`src/rtl/timer_job_scheduler.sv`:
```
// Round-robin front end that lets N_REQ requesters share one serial-programmed timer.
// Each job sends pattern 1101 plus a latched delay nibble, waits for the timer, acks it, and reports completion.
module timer_job_scheduler #(
  parameter int N_REQ    = 4,
  parameter int START_TO = 4
) (
  input  logic               clk,
  input  logic               reset,
  input  logic [N_REQ-1:0]   req,
  input  logic [4*N_REQ-1:0] req_delay,
  output logic [N_REQ-1:0]   grant,
  output logic               busy,
  output logic [N_REQ-1:0]   job_done,
  output logic               job_err,
  output logic               tmr_data,
  output logic               tmr_ack,
  input  logic               tmr_counting,
  input  logic               tmr_done
);

  localparam int PW = (N_REQ > 1) ? $clog2(N_REQ) : 1;
  localparam int CW = ($clog2(START_TO) > 2) ? $clog2(START_TO) : 2;

  typedef enum logic [2:0] {
    S_IDLE      = 3'd0,
    S_SEND_PAT  = 3'd1,
    S_SEND_DLY  = 3'd2,
    S_WAIT_CNT  = 3'd3,
    S_WAIT_DONE = 3'd4,
    S_ACK       = 3'd5
  } state_t;

  state_t           state_q, state_d;
  logic [PW-1:0]    ptr_q, ptr_d;
  logic [CW-1:0]    cnt_q, cnt_d;
  // Bits still to be sent after the current one: remaining pattern bits, then the latched delay.
  logic [6:0]       stream_q, stream_d;
  logic [N_REQ-1:0] grant_q, grant_d;
  logic [N_REQ-1:0] job_done_q, job_done_d;
  logic             busy_q, busy_d;
  logic             job_err_q, job_err_d;
  logic             tmr_data_q, tmr_data_d;
  logic             tmr_ack_q, tmr_ack_d;

  logic             found_s;
  logic [PW-1:0]    win_s;
  logic [PW:0]      sum_s;
  logic [3:0]       win_delay_s;

  // Round-robin search starting at the pointer, wrapping at N_REQ.
  always_comb begin
    found_s     = 1'b0;
    win_s       = '0;
    sum_s       = '0;
    win_delay_s = 4'd0;
    for (int k = 0; k < N_REQ; k++) begin
      sum_s = {1'b0, ptr_q} + (PW+1)'(k);
      if (sum_s >= (PW+1)'(N_REQ)) begin
        sum_s = sum_s - (PW+1)'(N_REQ);
      end else begin
        sum_s = sum_s;
      end
      if (!found_s && req[sum_s[PW-1:0]]) begin
        found_s = 1'b1;
        win_s   = sum_s[PW-1:0];
      end else begin
        found_s = found_s;
      end
    end
    for (int k = 0; k < N_REQ; k++) begin
      if (win_s == PW'(k)) begin
        win_delay_s = req_delay[4*k +: 4];
      end else begin
        win_delay_s = win_delay_s;
      end
    end
  end

  // Next-state and next-output logic; every output is the registered copy of its _d.
  always_comb begin
    state_d    = state_q;
    ptr_d      = ptr_q;
    cnt_d      = cnt_q;
    stream_d   = stream_q;
    grant_d    = grant_q;
    busy_d     = busy_q;
    job_done_d = '0;
    job_err_d  = 1'b0;
    tmr_data_d = 1'b0;
    tmr_ack_d  = 1'b0;
    case (state_q)
      S_IDLE: begin
        if (found_s) begin
          state_d    = S_SEND_PAT;
          cnt_d      = '0;
          grant_d    = '0;
          grant_d[win_s] = 1'b1;
          busy_d     = 1'b1;
          tmr_data_d = 1'b1;
          stream_d   = {3'b101, win_delay_s};
          if (win_s == PW'(N_REQ-1)) begin
            ptr_d = '0;
          end else begin
            ptr_d = win_s + PW'(1);
          end
        end else begin
          grant_d = '0;
          busy_d  = 1'b0;
        end
      end
      S_SEND_PAT: begin
        tmr_data_d = stream_q[6];
        stream_d   = {stream_q[5:0], 1'b0};
        if (cnt_q == CW'(3)) begin
          state_d = S_SEND_DLY;
          cnt_d   = '0;
        end else begin
          cnt_d = cnt_q + CW'(1);
        end
      end
      S_SEND_DLY: begin
        stream_d = {stream_q[5:0], 1'b0};
        if (cnt_q == CW'(3)) begin
          state_d    = S_WAIT_CNT;
          cnt_d      = '0;
          tmr_data_d = 1'b0;
        end else begin
          cnt_d      = cnt_q + CW'(1);
          tmr_data_d = stream_q[6];
        end
      end
      S_WAIT_CNT: begin
        // A done seen here means counting was missed, not that the timer failed.
        if (tmr_done) begin
          state_d    = S_ACK;
          tmr_ack_d  = 1'b1;
          job_done_d = grant_q;
        end else if (tmr_counting) begin
          state_d = S_WAIT_DONE;
        end else if (cnt_q == CW'(START_TO-1)) begin
          state_d    = S_ACK;
          tmr_ack_d  = 1'b1;
          job_done_d = grant_q;
          job_err_d  = 1'b1;
        end else begin
          cnt_d = cnt_q + CW'(1);
        end
      end
      S_WAIT_DONE: begin
        if (tmr_done) begin
          state_d    = S_ACK;
          tmr_ack_d  = 1'b1;
          job_done_d = grant_q;
        end else begin
          state_d = S_WAIT_DONE;
        end
      end
      S_ACK: begin
        state_d = S_IDLE;
        grant_d = '0;
        busy_d  = 1'b0;
      end
      default: begin
        state_d = S_IDLE;
        grant_d = '0;
        busy_d  = 1'b0;
      end
    endcase
  end

  // State and output registers.
  always_ff @(posedge clk or posedge reset) begin
    if (reset) begin
      state_q    <= S_IDLE;
      ptr_q      <= '0;
      cnt_q      <= '0;
      stream_q   <= 7'd0;
      grant_q    <= '0;
      busy_q     <= 1'b0;
      job_done_q <= '0;
      job_err_q  <= 1'b0;
      tmr_data_q <= 1'b0;
      tmr_ack_q  <= 1'b0;
    end else begin
      state_q    <= state_d;
      ptr_q      <= ptr_d;
      cnt_q      <= cnt_d;
      stream_q   <= stream_d;
      grant_q    <= grant_d;
      busy_q     <= busy_d;
      job_done_q <= job_done_d;
      job_err_q  <= job_err_d;
      tmr_data_q <= tmr_data_d;
      tmr_ack_q  <= tmr_ack_d;
    end
  end

  assign grant    = grant_q;
  assign busy     = busy_q;
  assign job_done = job_done_q;
  assign job_err  = job_err_q;
  assign tmr_data = tmr_data_q;
  assign tmr_ack  = tmr_ack_q;

endmodule

```
`config.mk`:
```
export PLATFORM = sky130hd
export DESIGN_NAME = timer_job_scheduler
export DESIGN_NICKNAME = d
export VERILOG_FILES = /design/src/rtl/timer_job_scheduler.sv
export SDC_FILE = /design/constraint.sdc
export NUM_CORES = 1
export LEC_CHECK = 0
export BUFFER_PORTS_ARGS = -buffer_cell sky130_fd_sc_hd__buf_2
export CORE_UTILIZATION = 56
export CTS_CLUSTER_DIAMETER = 80
export DETAILED_ROUTE_END_ITERATION = 6
export PLACE_DENSITY = 0.9
export RECOVER_POWER = 25
export SLEW_MARGIN = 30
export SYNTH_ARGS = -nofsm -noshare
export SYNTH_HDL_FRONTEND = slang
export SYNTH_SLANG_ARGS = --single-unit
```
`constraint.sdc`:
```
create_clock -name clk -period 3.4 [get_ports clk]
set_clock_uncertainty 0.05 [all_clocks]
set_input_delay 0.17 -clock clk [delete_from_list [all_inputs] [get_ports clk]]
set_output_delay 0.17 -clock clk [all_outputs]
set_load 0.005 [all_outputs]
```
Word-level counts from Yosys, hierarchy flattened:

Cells that the tools add are included.

* $add $sub $neg: 9
* multiply operators: 0
* divide/modulo/power cells: 0
* magnitude comparators: 10
* equal/unequal tests: 15
* shift operators: 0
* multiplexer cells: 61
* bitwise operators: 0
* reduce and logical (&&, ||, !) cells: 17

Operators by type and width (number)
* $mux 4: 9
* $mux 2: 14
* $mux 1: 18
* $mux 3: 6
* $pmux 4 s2: 2
* $lt 2x3->1 const B: 5
* $pmux 3 s5: 1
* $pmux 7 s2: 1
* $ne 2x2->1 const B: 6
* $ge 3x3->1 const B: 3
* $bmux 1 s2: 4
* $sub 2x1->2 const B: 4
* $mux 7: 1
* $add 2x2->3 const B: 2
* $eq 2x2->1 const B: 3
* $eq 3x2->1 const B: 2
* $pmux 2 s3: 1
* $reduce_and 5->1: 1
* $add 2x1->2 const B: 2
* $logic_and 1x1->1: 4
* $ne 4x4->1 const B: 1
* $pmux 1 s2: 2
* $reduce_and 2->1: 2
* $reduce_and 4->1: 1
* 15 further kinds: 17

* flip-flop bits (word level): 26
* bits in latches: 0
* memory bits (writable): 0
* ROM bits: 0
* input port bits: 24
* output and inout bits: 12
* logic and storage cells: 122
* memories: 0

Depth between registers and ports, before layout:

Gate-level depths: netlist of run 1.

* depth in word-level cells: 21
* gate-level depth with buffers: 10
* mapped depth without buffers: 9

Worst setup path before layout of run 1:

Ideal clock, no wire load.

* path kind: flip-flop to flip-flop
* start point: register ptr_q[0]
* end point: register stream_q[1]
* arrival: 1.884 ns
* slack: 1.330 ns
* cell stages (with the launch flop): 11
* buffers on the path: 1
* clock period less this slack: 2.070 ns
* cell sequence: dfrtp_1 > inv_1 > a2bb2oi_1 > o221ai_1 > or2b_1 > ha_1 > clkbuf_1 > a21oi_1 > o21ai_0 > a221oi_1 > o31ai_1

* longest elaborated chain between the ends: 21

Ends and longest elaborated chain
* from (decl): line 34 `logic [PW-1:0] ptr_q, ptr_d;`
* from (signal assigned): line 186 `ptr_q <= ptr_d;`
* parallel branches: the longest is 21 deep, another holds $add 2x1->3
* to (signal assigned): line 188 `stream_q <= stream_d;`
* to (decl): line 37 `logic [6:0] stream_q, stream_d;`

Parallel ways; which one is timed is not known. The select of a mux whose other input is x is not followed.
A chain may end at the register's enable or synchronous reset.

Final worst setup path of run 1:

* start point: register ptr_q[1]
* end point: register stream_q[0]

The elaborated chain is that of the path after synthesis.

==> results.cfg, run 1 <==
[logic_synthesis]
synth_top_area_share = 0.452
avgSynthCellArea_um2 = 9.79
ys_types = 41
synth.area.top_cells = dfrtp_1, a21oi_1, ha_1
synth-seq-area-share = 0.452
synth_top_cell_by_area = dfrtp_1
ys_ff_latch = 26
yosys_warnings = 0
synthCells = 147
synth_flop_cell = dfrtp_1
async_flop_share = 1.00
syn-num-nets = 176
synthesis.area_um2 = 1440
synth_edf_count = 0

[power]
netSwitchingFraction = 0.402
power.static_leakage_nw = 0.836
power_frac_seq = 0.368
pwr-share-comb = 0.485
p_sw_uw = 593
vdd_drop_max_mv = 0.529
clkPwrFrac = 0.147
cellPowerDensity_nw_per_um2 = 872
p_int_uw = 882

[setup_path]
critPathSlowestCell = dfrtp_1
cp_common_cell = a22o_1
critPathBufInv = 0
cp.arrival_ps = 2480
crit_fanout = 9
path_class = reg2reg
cp.required_ps = 3590
reg2reg_slack_ps = 1110
endpoint_kind = register
path_cells = mux2i_1 > o221ai_1 > or2b_1 > ha_1 > a21oi_1 > o21ai_0 > a22o_1 > a22o_1
start_kind = register
critical-path-max-stage-delay_ps = 480
crit_family = compound AO/OA/AOI/OAI gates

[final_layout]
fin_util = 0.689
nNetsFinal = 212
final_cell_mix = buf_2, dfrtp_1, a21oi_1, inv_1, nand2_1
area_delta_synth_final_pct = 17.6
drive_above_1_share = 0.264
mostFrequentLayoutCell = buf_2
antennaDiodeCount = 0
stdcell_count = 212
fillCellCount = 186

[die]
start_util = 0.586
die_x_um = 52.7
die_h_um = 52.7
die_area_um2 = 2780
ioPinCount = 36
rows = 18
core_um2 = 2450

[sta]
rsz0062_at_grt = no
setup_viol = 0
max_freq_ghz = 0.437
finalWorstSetupSlack_ps = 1110
tns_ps = 0
hold_viol = 0
period_minus_slack_ps = 2290
max_slew.worst_pin.slew_ps = 978
slew_headroom = 0.347
slew_viol_final = 0
period_share = 0.673
whs_ps = 10.8

[status]
outcome = completed

[place]
dp.cells = 206
dp_slack_ps = 1120
dpl.hpwl_mm = 2.28
routabilityCongestion = 0.775
port_buffers = 35

[clocking]
post-cts-setup-buffers = 0
clockBufferDepth = 2
cts.sinks = 26
cts_made_buffers = 3
root_buffer = clkbuf_4
cts_tree = done
clk_latency_ps = 330
htreeDepth = 1
clk_pin_slew_worst_paths_ps = 140

[routing]
wl_per_cell_um = 14.5
ant_nets = 0
firstDrtPassIters = 5
viasPerCell = 5.99
drc = 0
vias = 1269
routed_wl_mm = 3.08
drtIter0Drc = 31

[min_path]
min_path_type = in2reg

[global_routing]
grt_max_degree = 27
grt_antenna_before_repair = 0
grt_pass1_vias = 1177
overflow = 0
grt_pass1_wl_mm = 5.11
track_usage = 0.250

[job]
cap_viol_max_count = 0
repair_timing:
item,in CTS,in global routing
gates resized for setup,0,0
hold buffers,1,1
hold endpoints to repair,1,26
logic make-up (layout without fill, tap and decap cells):
| family | after synthesis | after routing | synth area share |
|---|---|---|---|
| buffers and inverters | 20 | 55 | 0.0591 |
| AO/OA/AOI/OAI | 49 | 49 | 0.233 |
| multiplexers | 5 | 5 | 0.0400 |
| flip-flops | 26 | 26 | 0.452 |
| AND/OR/NAND/NOR | 40 | 40 | 0.160 |
| XOR/XNOR | 2 | 2 | 0.0122 |
| adder cells (fa/ha/maj) | 5 | 5 | 0.0435 |
stage by stage:
step / total power, mW / instance area [um2]
6_report: 1.47 / 1690
3_5_place_dp: 1.25 / 1620
3_3_place_gp: 1.20 / 1620
4_1_cts: 1.47 / 1680
5_1_grt: 1.59 / 1690
2_1_floorplan: 1.07 / 1440
layer usage:
layer | up-vias | global-route usage | share of wire
met1 | 631 | 0.313 | 0.44
met2 | 37 | 0.443 | 0.52
met3 | 5 | 0.0348 | 0.038
met5 | - | 0 | 0
li1 | 596 | - | -
met4 | 0 | 0.0702 | 0.0097
cell usage after synthesis, types with 2 or more instances:
library cell   n
a21oi_1       16
a221oi_1       3
a22o_1         7
and2_1         5
buf_2          2
clkbuf_1       2
dfrtp_1       26
ha_1           5
inv_1         14
mux2_2         2
mux2i_1        2
nand2_1       12
nand2b_1       2
nor2_1         5
nor2b_1        3
nor3_1         3
o21ai_0       10
o22a_1         3
o31ai_1        3
worst paths after layout:
kind | startpoint | end | depth (start not counted)
max | ptr_q[1] | stream_q[0] | 8
min | tmr_done | job_err | 2
max reg2reg | ptr_q[1] | stream_q[0] | 8
min reg2reg | stream_q[2] | stream_q[2] | 2
max in group asynchronous | reset | grant[3] | 3
min in group asynchronous | reset | job_err | 3
sequential cells by signal, indices dropped and copies added (netlist names):
name,flops
job_done,4
stream_q,7
ptr_q,2
tmr_ack,1
tmr_data,1
cnt_q,2
grant,4
state_q,3
busy,1
job_err,1
final cells by class:
type | count | area, um2 | area share
clock buffers | 3 | 22.5 | 0.0133
clock inverters | 1 | 30.0 | 0.0178
inverters | 14 | 52.6 | 0.0311
multi-input cells | 101 | 703 | 0.416
flip-flops and latches | 26 | 651 | 0.385
well taps | 30 | 37.5 | 0.0222
repair buffers | 37 | 195 | 0.115
worst register-to-register path: cells and delay by family, from the launching register on:
| family | cells | cell delay (ps) |
|---|---|---|
| muxes | 1 | 230 |
| AOI/OAI and AO/OA | 5 | 850 |
| DFF | 1 | 480 |
| adders and majority gates | 1 | 310 |
| and+or+nand+nor | 1 | 270 |
power groups by stage:
stage               combinational, mW  clock [mW]  sequential, mW
finish                          0.715       0.216           0.543
global route                    0.796       0.232           0.558
CTS                             0.710       0.217           0.540
detailed placement              0.707           0           0.545
global placement                0.663           0           0.537
floorplan                       0.582           0           0.492
Note: power is estimated with default switching activity, not from simulation.
==> run 2, diff against run 1 <==
--- a/config.mk
+++ b/config.mk
@@ -6,10 +6,10 @@
 export NUM_CORES = 1
 export LEC_CHECK = 0
 export BUFFER_PORTS_ARGS = -buffer_cell sky130_fd_sc_hd__buf_2
-export CORE_UTILIZATION = 56
+export CORE_UTILIZATION = 47
 export CTS_CLUSTER_DIAMETER = 80
 export DETAILED_ROUTE_END_ITERATION = 6
-export PLACE_DENSITY = 0.9
+export PLACE_DENSITY = 0.82
 export RECOVER_POWER = 25
 export SLEW_MARGIN = 30
 export SYNTH_ARGS = -nofsm -noshare
==> constraint.sdc (replaced) <==
create_clock -name clk -period 1.9 [get_ports clk]
set_clock_uncertainty 0.05 [all_clocks]
set_input_delay 0.095 -clock clk [delete_from_list [all_inputs] [get_ports clk]]
set_output_delay 0.095 -clock clk [all_outputs]
set_load 0.005 [all_outputs]
==> run 2 against run 1 <==
Compared with the run above:
- the flow now finishes with violations (DRC, setup timing)
- total power grew 95%
- combinational power grew 130%
- register-to-register slack lost 1300 ps
- first-iteration DRC count grew 23%
- critical path depth is the same
- critical path type unchanged
- largest power group unchanged
==> results.cfg, run 2 (synthesized netlist as in run 1, its figures left out) <==
[clocking]
clk_pin_slew_worst_paths_ps = 140
cts.sinks = 26
clockBufferDepth = 2
root_buffer = clkbuf_4
cts_tree = done
clk_latency_ps = 320
cts_made_buffers = 3
htreeDepth = 1

[final_layout]
nNetsFinal = 231
final_cell_mix = buf_2, dfrtp_1, buf_4, inv_1, nand2_1
drive_above_1_share = 0.418
regMostFlops = stream_q
area_delta_synth_final_pct = 32.3
mostFrequentLayoutCell = buf_2
stdcell_count = 232
largest_reg_flops = 7
antennaDiodeCount = 0

[routing]
viasPerCell = 5.66
vias = 1312
wl_per_cell_um = 14.7
ant_nets = 0
firstDrtPassIters = 6
drc = 6
routed_wl_mm = 3.42
drtIter0Drc = 38

[setup_path]
start_kind = register
r2r-start = ptr_q[1]
path_class = reg2reg
cp.required_ps = 2070
r2r_end = stream_q[2]
reg2reg_slack_ps = -180
endpoint_kind = register
r2r_cells = 8
cp.arrival_ps = 2240
crit_fanout = 8

[status]
violations = DRC, setup timing
outcome = finished with violations

[min_path]
min_path_type = in2reg
hold_start = req_delay[12]
min_to = stream_q[0]
hold_path_depth = 3

[power]
vdd_drop_max_mv = 1.05
cellPowerDensity_nw_per_um2 = 1510
power.static_leakage_nw = 0.929

[global_routing]
grt_max_degree = 27
grt_pass1_wl_mm = 5.63
grt_antenna_before_repair = 0
grt_pass1_vias = 1286
overflow = 0
track_usage = 0.222

[sta]
rsz0062_at_grt = yes
max_freq_ghz = 0.482
slew_viol_final = 0
finalWorstSetupSlack_ps = -176
hold_viol = 0
max_slew.worst_pin.slew_ps = 621
setup_viol = 4
slew_headroom = 0.586
whs_ps = 66.3
period_minus_slack_ps = 2080
period_share = 1.09

[die]
core_um2 = 2830
ioPinCount = 36
rows = 19
die_x_um = 57.3
die_h_um = 57.3
die_area_um2 = 3290
start_util = 0.509

[place]
port_buffers = 35
dp_slack_ps = -222
routabilityCongestion = 0.860
dp.cells = 224
dpl.hpwl_mm = 2.50

[job]
cap_viol_max_count = 0
run 2: cell types whose count changed in the layout (fill, tap and decap cells not counted), sizes merged:
cell,change
bufinv,-1
clkbuf,+2
buf,+17
dlygate4sd3,+1
run 2: critical path, stage by stage (launching register included):
cell	delay, ps
dfrtp_2	440
mux2i_1	240
o221ai_2	140
or2b_1	290
ha_4	220
a21oi_2	120
o21ai_1	100
a221oi_1	270
o31ai_1	90
run 2: final cells by class:
cell class              count  area (um2)
clock buffers               4        36.3
flip-flops and latches     26         653
well taps                  31        38.8
fillers                   212         925
repair buffers             56         338
multi-input cells         101         786
inverters                  14        52.6
run 2: stage by stage:
| stage | cell area, um2 | total power, mW | utilization | TNS [ps] |
|---|---|---|---|---|
| after floorplan | 1460 | 1.97 | - | -283 |
| after global placement | 1760 | 2.33 | 0.623 | -377 |
| after detailed placement | 1760 | 2.41 | 0.623 | -881 |
| after CTS | 1870 | 2.77 | 0.659 | -566 |
| after global routing | 1900 | 3.08 | 0.673 | -805 |
| final | 1900 | 2.87 | 0.673 | -540 |
run 2: worst max path at each step:
stage                     startpoint          end  slack [ps]  depth (start not counted)
after floorplan             ptr_q[1]  stream_q[0]         -70                          9
after global placement      ptr_q[1]  stream_q[2]        -120                          8
after detailed placement    ptr_q[1]  stream_q[2]        -220                          8
after CTS                   ptr_q[1]  stream_q[2]        -150                          8
after global routing        ptr_q[1]  stream_q[3]        -240                          7
final                       ptr_q[1]  stream_q[2]        -180                          8
run 2: repair_timing:
action / 4_1_cts / 5_1_grt
hold buffers: 3 / 0
endpoints found under the hold margin: 27 / 0
pin swaps: 4 / 1
resized for setup: 8 / 7
buffers inserted: 0 / 1
endpoints found under the setup margin: 6 / 9
run 2: power by group:
group	switching, mW	internal (mW)	total [mW]
Sequential	0.174	0.769	0.942
Clock	0.166	0.117	0.283
Combinational	0.836	0.812	1.65
Total	1.18	1.70	2.87
run 2: per-layer routing:
layer	share of wire	GRT usage
met5	0	0
met4	0.010	0.0592
met3	0.036	0.0272
met2	0.53	0.417
met1	0.43	0.267
